--- config.mk ---
export PLATFORM = sky130hd
export DESIGN_NAME = factorial_dispatch
export DESIGN_NICKNAME = d
export VERILOG_FILES = /design/src/rtl/factorial_pkg.sv /design/src/rtl/factorial_req_fifo.sv /design/src/rtl/factorial_dispatch.sv
export SDC_FILE = /design/constraint.sdc
export NUM_CORES = 1
export LEC_CHECK = 0
export CAP_MARGIN = 10
export CORE_ASPECT_RATIO = 0.8
export CORE_MARGIN = 3
export CORE_UTILIZATION = 45
export DETAILED_ROUTE_END_ITERATION = 10
export PLACE_DENSITY = 0.7
export SYNTH_ARGS = -nofsm -noshare
export SYNTH_HDL_FRONTEND = slang
export SYNTH_SLANG_ARGS = --single-unit
--- constraint.sdc ---
create_clock -name clk -period 2.78 [get_ports clk]
set_input_delay 0.417 -clock clk [delete_from_list [all_inputs] [get_ports clk]]
set_output_delay 0.417 -clock clk [all_outputs]
set_load 0.02 [all_outputs]
--- src/rtl/factorial_pkg.sv ---
// rtl/factorial_pkg.sv - shared defaults and FSM state type for the factorial dispatcher
package factorial_pkg;
   localparam int W_DEFAULT       = 10;
   localparam int DEPTH_DEFAULT   = 4;
   localparam int TIMEOUT_DEFAULT = 64;

   typedef enum logic [1:0] {
      IDLE  = 2'd0,
      ISSUE = 2'd1,
      WAIT  = 2'd2,
      RESP  = 2'd3
   } state_t;
endpackage

--- src/rtl/factorial_req_fifo.sv ---
// rtl/factorial_req_fifo.sv - in-order operand queue feeding the dispatcher
module factorial_req_fifo
   import factorial_pkg::*;
#(
   parameter int W     = W_DEFAULT,
   parameter int DEPTH = DEPTH_DEFAULT,
   localparam int AW   = $clog2(DEPTH),
   localparam int CW   = $clog2(DEPTH + 1)
) (
   input  logic          clk,
   input  logic          rst,
   input  logic          push,
   input  logic [W-1:0]  push_data,
   input  logic          pop,
   output logic [W-1:0]  head,
   output logic          full,
   output logic          empty,
   output logic [CW-1:0] count
);
   logic [W-1:0]  mem [DEPTH];
   logic [AW-1:0] wr_ptr;
   logic [AW-1:0] rd_ptr;
   logic          do_push;
   logic          do_pop;

   assign full    = (count == CW'(DEPTH));
   assign empty   = (count == '0);
   assign head    = mem[rd_ptr];
   assign do_push = push && !full;
   assign do_pop  = pop && !empty;

   // DEPTH is a power of two, so pointers wrap by natural overflow
   always_ff @(posedge clk) begin
      if (rst) begin
         wr_ptr <= '0;
         rd_ptr <= '0;
         count  <= '0;
      end else begin
         if (do_push) begin
            mem[wr_ptr] <= push_data;
            wr_ptr      <= wr_ptr + AW'(1);
         end
         if (do_pop) begin
            rd_ptr <= rd_ptr + AW'(1);
         end
         if (do_push && !do_pop) begin
            count <= count + CW'(1);
         end else if (!do_push && do_pop) begin
            count <= count - CW'(1);
         end
      end
   end
endmodule

--- src/rtl/factorial_dispatch.sv ---
// rtl/factorial_dispatch.sv - queues factorial requests and runs one core job at a time with timeout
module factorial_dispatch
   import factorial_pkg::*;
#(
   parameter int W       = W_DEFAULT,
   parameter int DEPTH   = DEPTH_DEFAULT,
   parameter int TIMEOUT = TIMEOUT_DEFAULT
) (
   input  logic         clk,
   input  logic         rst,
   input  logic [W-1:0] req_n,
   input  logic         req_valid,
   output logic         req_ready,
   output logic [W-1:0] core_n,
   output logic         core_go,
   input  logic [W-1:0] core_result,
   input  logic         core_result_valid,
   output logic [W-1:0] rsp_n,
   output logic [W-1:0] rsp_result,
   output logic         rsp_err,
   output logic         rsp_valid,
   input  logic         rsp_ready
);
   localparam int CW = $clog2(DEPTH + 1);
   localparam int TW = $clog2(TIMEOUT + 1);

   state_t        state;
   state_t        next_state;
   logic [W-1:0]  cur_n;
   logic [W-1:0]  result_q;
   logic          err_q;
   logic [TW-1:0] timer;
   logic          timed_out;

   logic          push;
   logic          pop;
   logic [W-1:0]  fifo_head;
   logic          fifo_full;
   logic          fifo_empty;
   logic [CW-1:0] fifo_count;

   factorial_req_fifo #(
      .W     (W),
      .DEPTH (DEPTH)
   ) u_fifo (
      .clk       (clk),
      .rst       (rst),
      .push      (push),
      .push_data (req_n),
      .pop       (pop),
      .head      (fifo_head),
      .full      (fifo_full),
      .empty     (fifo_empty),
      .count     (fifo_count)
   );

   assign req_ready  = (fifo_count < CW'(DEPTH)) && !rst;
   assign push       = req_valid && req_ready && !fifo_full;
   assign timed_out  = (timer == TW'(TIMEOUT - 1));
   assign core_n     = cur_n;
   assign rsp_n      = cur_n;
   assign rsp_result = result_q;
   assign rsp_err    = err_q;

   always_comb begin
      next_state = state;
      pop        = 1'b0;
      core_go    = 1'b0;
      rsp_valid  = 1'b0;
      unique case (state)
         IDLE: begin
            if (!fifo_empty) begin
               pop        = 1'b1;
               next_state = ISSUE;
            end
         end
         ISSUE: begin
            core_go    = 1'b1;
            next_state = WAIT;
         end
         WAIT: begin
            if (core_result_valid || timed_out) begin
               next_state = RESP;
            end
         end
         RESP: begin
            rsp_valid = 1'b1;
            if (rsp_ready) begin
               next_state = IDLE;
            end
         end
         default: next_state = IDLE;
      endcase
   end

   always_ff @(posedge clk) begin
      if (rst) begin
         state    <= IDLE;
         cur_n    <= '0;
         timer    <= '0;
         result_q <= '0;
         err_q    <= 1'b0;
      end else begin
         state <= next_state;
         case (state)
            IDLE: begin
               if (pop) begin
                  cur_n <= fifo_head;
               end
            end
            ISSUE: timer <= '0;
            WAIT: begin
               timer <= timer + TW'(1);
               // a result arriving on the last allowed cycle still wins over the timeout
               if (core_result_valid) begin
                  result_q <= core_result;
                  err_q    <= 1'b0;
               end else if (timed_out) begin
                  result_q <= '0;
                  err_q    <= 1'b1;
               end
            end
            default: ;
         endcase
      end
   end
endmodule

* Word level (Yosys, flattened, before mapping) *
Memories as Yosys holds them, arrays and structs flattened. A register that Yosys moved wholly into a read port is not among the register bits.
Index checks and enable logic that the tools add are counted.

operators by class
  reductions and logical operators = 21
  $add $sub $neg = 5
  eq/ne operators = 8
  $lt $le $gt $ge = 1
  multiplexer cells = 18

operators by type and width
  operator             number
  $mux 10              2
  $pmux 7 s2           1
  $mux 1               9
  $pmux 2 s4           1
  $add 7x1->7 const B  1
  $eq 7x6->1 const B   1
  $logic_and 1x1->1    7
  $mux 2               3
  $mux 3               2
  $ne 2x2->1 const B   3
  $reduce_bool 2->1    3
  $logic_not 1->1      5
  $add 2x1->2 const B  2
  $eq 2x2->1 const B   2
  $reduce_and 2->1     2
  $add 3x1->3 const B  1
  $eq 3x3->1 const B   1
  $logic_not 3->1      1
  $lt 3x3->1 const B   1
  $reduce_and 3->1     1
  $sub 3x1->3 const B  1
  $eq 2x1->1 const B   1
  $logic_not 2->1      1
  $logic_or 1x1->1     1

word-level totals
  bits in registers = 27
  memories = 1
  output and inout port bits = 34
  RAM bits = 40

memories
  name        depth  bits a word  read ports  clocked after memory_dff  wr ports  RTL line                  RTL
  u_fifo.mem  4      10           1           1                         1         factorial_req_fifo.sv:20  logic [W-1:0] mem [DEPTH];

* Depth between registers and ports, before layout *
  depth after elaboration = 9
  mapped depth = 11

* Modules after synthesis *
Synthesis repeated with hierarchy kept, for this count alone.

unflattened totals
  cell total of the unflattened synthesis = 242
  area total of the unflattened synthesis = 3,228.1 µm²

modules (own cells, without submodules)
  module              cells an instance  area an instance (µm²)  instances  seq. area each (µm²)
  factorial_req_fifo  101                1,918.1                 1          1,381.3
  factorial_dispatch  141                1,310.0                 1          600.6

* Worst setup path after synthesis *
No wires, ideal clock.

  path type = input-to-reg
  start point = in rst
  end point = reg u_fifo.count[2]
  required time = 2,710 ps
  cell stages on the path = 10
  data arrival time = 2,271 ps
  setup slack = 440 ps
  path buffers = 2
  path through = clkbuf_8 -> nor2_2 -> and2_0 -> buf_2 -> ha_1 -> inv_1 -> fa_1 -> xor2_1 -> or3_1 -> a21oi_1

on the way
  longest elaborated chain between the ends = 8
  elaborated cells on any way between the ends = 10

RTL lines
  what                              RTL line                  RTL
  start, declared                   factorial_dispatch.sv:10  input logic rst,
  $logic_not 1->1 *                 factorial_dispatch.sv:57  assign req_ready = (fifo_count < CW'(DEPTH)) && !rst;
  $logic_and 1x1->1 *               factorial_dispatch.sv:57
  named net req_ready               factorial_dispatch.sv:13  output logic req_ready,
  $logic_and 1x1->1 * (2 in a row)  factorial_dispatch.sv:58  assign push = req_valid && req_ready && !fifo_full;
  $logic_and 1x1->1 *               factorial_req_fifo.sv:29  assign do_push = push && !full;
  named net u_fifo.do_push          factorial_req_fifo.sv:23  logic do_push;
  $logic_not 1->1                   factorial_req_fifo.sv:48  end else if (!do_push && do_pop) begin
  $logic_and 1x1->1                 factorial_req_fifo.sv:48
  $reduce_bool 2->1 (no line)       --
  end signal, assigned              factorial_req_fifo.sv:47  count <= count + CW'(1);
  end signal, assigned              factorial_req_fifo.sv:49  count <= count - CW'(1);
  end, declared                     factorial_req_fifo.sv:18  output logic [CW-1:0] count

Mark *: on every way through the listed nets, which the timed path passes. The rest lies on a longest branch.
A chain may end at the register's enable or synchronous reset.

* Worst setup path in the final report *
  start point = reg state[0]
  end point = reg u_fifo.count[2]

on the way
  longest elaborated chain between the ends = 6
  elaborated cells on any way between the ends = 8

RTL lines
  what                                                RTL line                   RTL
  start, declared                                     factorial_dispatch.sv:27   state_t state;
  start signal, assigned                              factorial_dispatch.sv:104  state <= next_state;
  $logic_not 2->1 *                                   factorial_dispatch.sv:70   unique case (state)
  $mux 1 *                                            factorial_dispatch.sv:70
  $logic_and 1x1->1 *                                 factorial_req_fifo.sv:30   assign do_pop = pop && !empty;
  $logic_not 1->1                                     factorial_req_fifo.sv:46   if (do_push && !do_pop) begin
  $logic_and 1x1->1                                   factorial_req_fifo.sv:46
  $mux 3 / $reduce_bool 2->1 (equally long branches)  --

Mark *: on every way between the ends. The rest lies on a longest branch, timed or not.

==> metrics.log <==
INFO  metric synth.ff_latch_count = 77
INFO  metric synth.top_cell.area_share = 38.1%
INFO  metric most-common-layout-cells = 58 x sky130_fd_sc_hd__clkdlybuf4s50_1, 40 x sky130_fd_sc_hd__edfxtp_1, 37 x sky130_fd_sc_hd__dfxtp_1, 26 x sky130_fd_sc_hd__nand2_1, 15 x sky130_fd_sc_hd__a21oi_1
INFO  metric first_pass_grt_wire_length = 8850 um
INFO  metric place.detailed.instances = 356
INFO  metric detailed_route_vias_per_instance = 5.02
INFO  metric placement.io_buffers = 58
INFO  metric setup_viol = 0
INFO  metric register_area = 1940 um2
INFO  metric floorplan.rows = 26
INFO  metric postSynth.asyncResetShare = 0%
INFO  metric synth-edff-count = 40
INFO  metric wirelength = 5490 um
INFO  metric flow.area_growth_from_synthesis = 24.1%
INFO  metric drt-initial-drc-count = 77
INFO  metric ios = 59
INFO  metric final_net_count = 320
INFO  metric finalHoldViolations = 0
INFO  metric synthFlopType = sky130_fd_sc_hd__edfxtp_1
INFO  metric clk_path_buf_depth = 2
INFO  metric total_number_of_cells_along_the_worst_setup_path = 10
INFO  metric diodes = 0
INFO  metric yosysUniqueCellTypes = 42
INFO  metric grt_antenna_before_repair = 0
INFO  metric later_pin_clock_latency_in_the_skew_report = 340 ps
INFO  metric postSynthCellCount = 232
INFO  metric clock_h_tree_levels = 3
INFO  metric design.core.area = 6570 um2
INFO  metric cts_root_buf = sky130_fd_sc_hd__clkbuf_8
INFO  metric chipWidth = 99.6 um
INFO  metric cts_tree = yes
INFO  metric synth_top_cells_by_area = sky130_fd_sc_hd__edfxtp_1 38%, sky130_fd_sc_hd__dfxtp_1 24%, sky130_fd_sc_hd__mux4_2 7.1%
INFO  metric max_cap_violations = 0
INFO  metric cts.repair_timing.setup_buffer_count = 0
INFO  metric worst_pin_slew = 748 ps
INFO  metric path_cells = inv_1, ha_1, o31a_1, inv_1, ha_1, inv_1, fa_1, xor2_1, or3_1, a21oi_1
INFO  metric crit_family = adder cells
INFO  metric min_path_type = flip-flop to flip-flop
INFO  metric post_drt_wl_per_cell = 14.8 um
INFO  metric multi_input_area = 1020 um2
INFO  metric die_outline_area = 8050 um2
INFO  metric timing.clock.skew = 5.13 ps
INFO  metric critical_path.max_stage_delay = 370 ps
INFO  metric largest_net_degree_at_the_start_of_global_routing = 27
INFO  metric gp_congestion = 0.748
INFO  metric drive_above_1_share = 13.5%
INFO  metric max_freq = 416 MHz
INFO  metric die-height = 80.8 um
INFO  metric layout.filler_cells = 505
INFO  metric number_of_buffers_inserted_during_clock_tree_synthesis = 9
INFO  metric post-route-drc-count = 0
INFO  metric grt_pass1_vias = 1,735
INFO  metric rsz0062_at_grt = no
INFO  metric initial_util = 47.9%
INFO  metric post_synthesis_net_count = 269
INFO  metric netlist_area = 3150 um2
INFO  metric clock_sinks = 77
INFO  metric post_cts_resize_count = 0
INFO  metric critPathSlowestCell = sky130_fd_sc_hd__dfxtp_1
INFO  metric track_usage = 14.4%
INFO  metric cts.reportedPaths.clkPinSlew = 90 ps
INFO  metric timing.max_slew.rel_slack = 50.0%
INFO  metric synth_area_per_cell = 13.6 um2
INFO  metric setup_tns = 0 ps
INFO  metric netlist.top_cell.by_area = sky130_fd_sc_hd__edfxtp_1
INFO  metric yosysSeqAreaShare = 61.6%
INFO  metric worst_setup_path_end_kind = flip-flop
INFO  metric period_minus_slack = 2400 ps
INFO  metric final.period_utilization = 86.4%
INFO  metric drt_pass1_iterations = 4
INFO  metric power.density = 902 nW/um2
INFO  metric mostFrequentLayoutCell = sky130_fd_sc_hd__clkdlybuf4s50_1
INFO  metric timing.critical_path.from_type = flip-flop
INFO  metric finish.cell_count_without_fillers = 372
INFO  metric most_used_cell_along_the_critical_path = sky130_fd_sc_hd__inv_1
INFO  metric post_dp_cell_area = 3700 um2
INFO  metric final_core_utilization = 59.5%
INFO  metric status = completed
INFO  metric cts.hold.buffers_added = 0
INFO  metric worst-path-max-fanout = 13
INFO  metric post-route-cell-area = 3910 um2
INFO  metric synth_warnings = 0
INFO  metric crit_arrival = 2680 ps
INFO  metric p_leak = 1.37 nW
INFO  metric worst_r2r_path_depth = 10
INFO  metric dp.final_hpwl = 3950 um
INFO  metric slew_violations = 0
INFO  metric peakVddDrop = 444 uV
INFO  metric timing.critical_path.required = 3060 ps
INFO  metric worstSetupPathType = flip-flop to flip-flop
INFO  metric ant_nets = 0
INFO  metric num_vias = 1,867
INFO  metric grt.overflow.total = 0
INFO  metric timing.hold.worst_path_depth = 2
INFO  metric critical_path.n_buffers_inverters = 3
metrics by stage:
stage	hold WS, ps	total power [W]	setup WS [ps]
CTS	480	0.00357	368
global route	504	0.00373	191
floorplan	460	0.00233	440
detailed placement	465	0.00269	120
global placement	456	0.00266	204
finish	476	0.00353	377
cell type report:
type / count / share of cell area [%]
clock buffer: 9 / 3.17
clock inverter: 7 / 2.21
inverter: 9 / 0.864
multi-input combinational: 126 / 26.2
sequential: 77 / 49.6
tap: 84 / 2.69
timing repair buffer: 60 / 15.2
logic make-up (layout without fill, tap and decap cells):
logic type | after synthesis | in the layout | share of synthesized area (%)
adder cells (fa/ha/maj) | 12 | 12 | 5.00
buffers and inverters | 29 | 85 | 5.84
AO/OA/AOI/OAI | 35 | 35 | 8.38
multiplexers | 13 | 13 | 8.14
AND/OR/NAND/NOR | 57 | 57 | 8.50
XOR/XNOR | 9 | 9 | 2.50
flip-flops | 77 | 77 | 61.6
flip-flops by register name, summed over array words and instances (netlist names):
| signal | cells |
|---|---|
| u_fifo.mem | 40 |
| core_n | 10 |
| rsp_result | 10 |
| timer | 7 |
| u_fifo.count | 3 |
| state | 2 |
| u_fifo.rd_ptr | 2 |
| u_fifo.wr_ptr | 2 |
| rsp_err | 1 |
cells in the mapped netlist (all sizes together), types with 2 or more instances:
cell    number
a21oi       16
a22o        10
and3         4
buf         17
clkbuf       3
dfxtp       37
edfxtp      40
ha          11
inv          9
mux2i        2
mux4        10
nand2       27
nand2b       3
nand4        2
nor2        12
nor3         2
o21ai        3
or3          2
xnor2        3
xor2         6
report_power, final:
group          leakage [nW]  internal [W]  switching (W)  total (W)
clock network         0.105      0.000436       0.000442   0.000879
registers             0.664       0.00134       0.000135    0.00148
logic                 0.600      0.000564       0.000605    0.00117
total                  1.37       0.00234        0.00118    0.00353
final timing paths:
check,slack (ps),startpoint,to
worst max register to register,380,state[0]$_SDFFE_PP0P_,u_fifo.count[2]$_SDFFE_PP0P_
worst max-delay path,380,state[0]$_SDFFE_PP0P_,u_fifo.count[2]$_SDFFE_PP0P_
worst min-delay path,480,core_n[7]$_SDFFE_PP0P_,core_n[7]$_SDFFE_PP0P_
worst min register to register,480,core_n[7]$_SDFFE_PP0P_,core_n[7]$_SDFFE_PP0P_
worst register-to-register path, delay by kind of cell, from the launching register on:
| family | cells | cell delay, ps |
|---|---|---|
| simple gates | 1 | 310 |
| compound gates | 2 | 370 |
| buf+inv | 3 | 330 |
| flops | 1 | 370 |
| xor+xnor | 1 | 170 |
| fa+ha+maj | 3 | 790 |
per-layer routing:
metal  vias to the layer above  part of all wire (%)  track usage [%]  wire length [um]
met5                         -                     0                0                 0
met2                        45                    46             20.8              2530
met3                         6                   5.7             5.49               313
li1                        926                     -                -                 -
met1                       890                    47             20.3              2600
met4                         0                  0.91             4.09                50
Note: power is estimated with default switching activity, not from simulation.
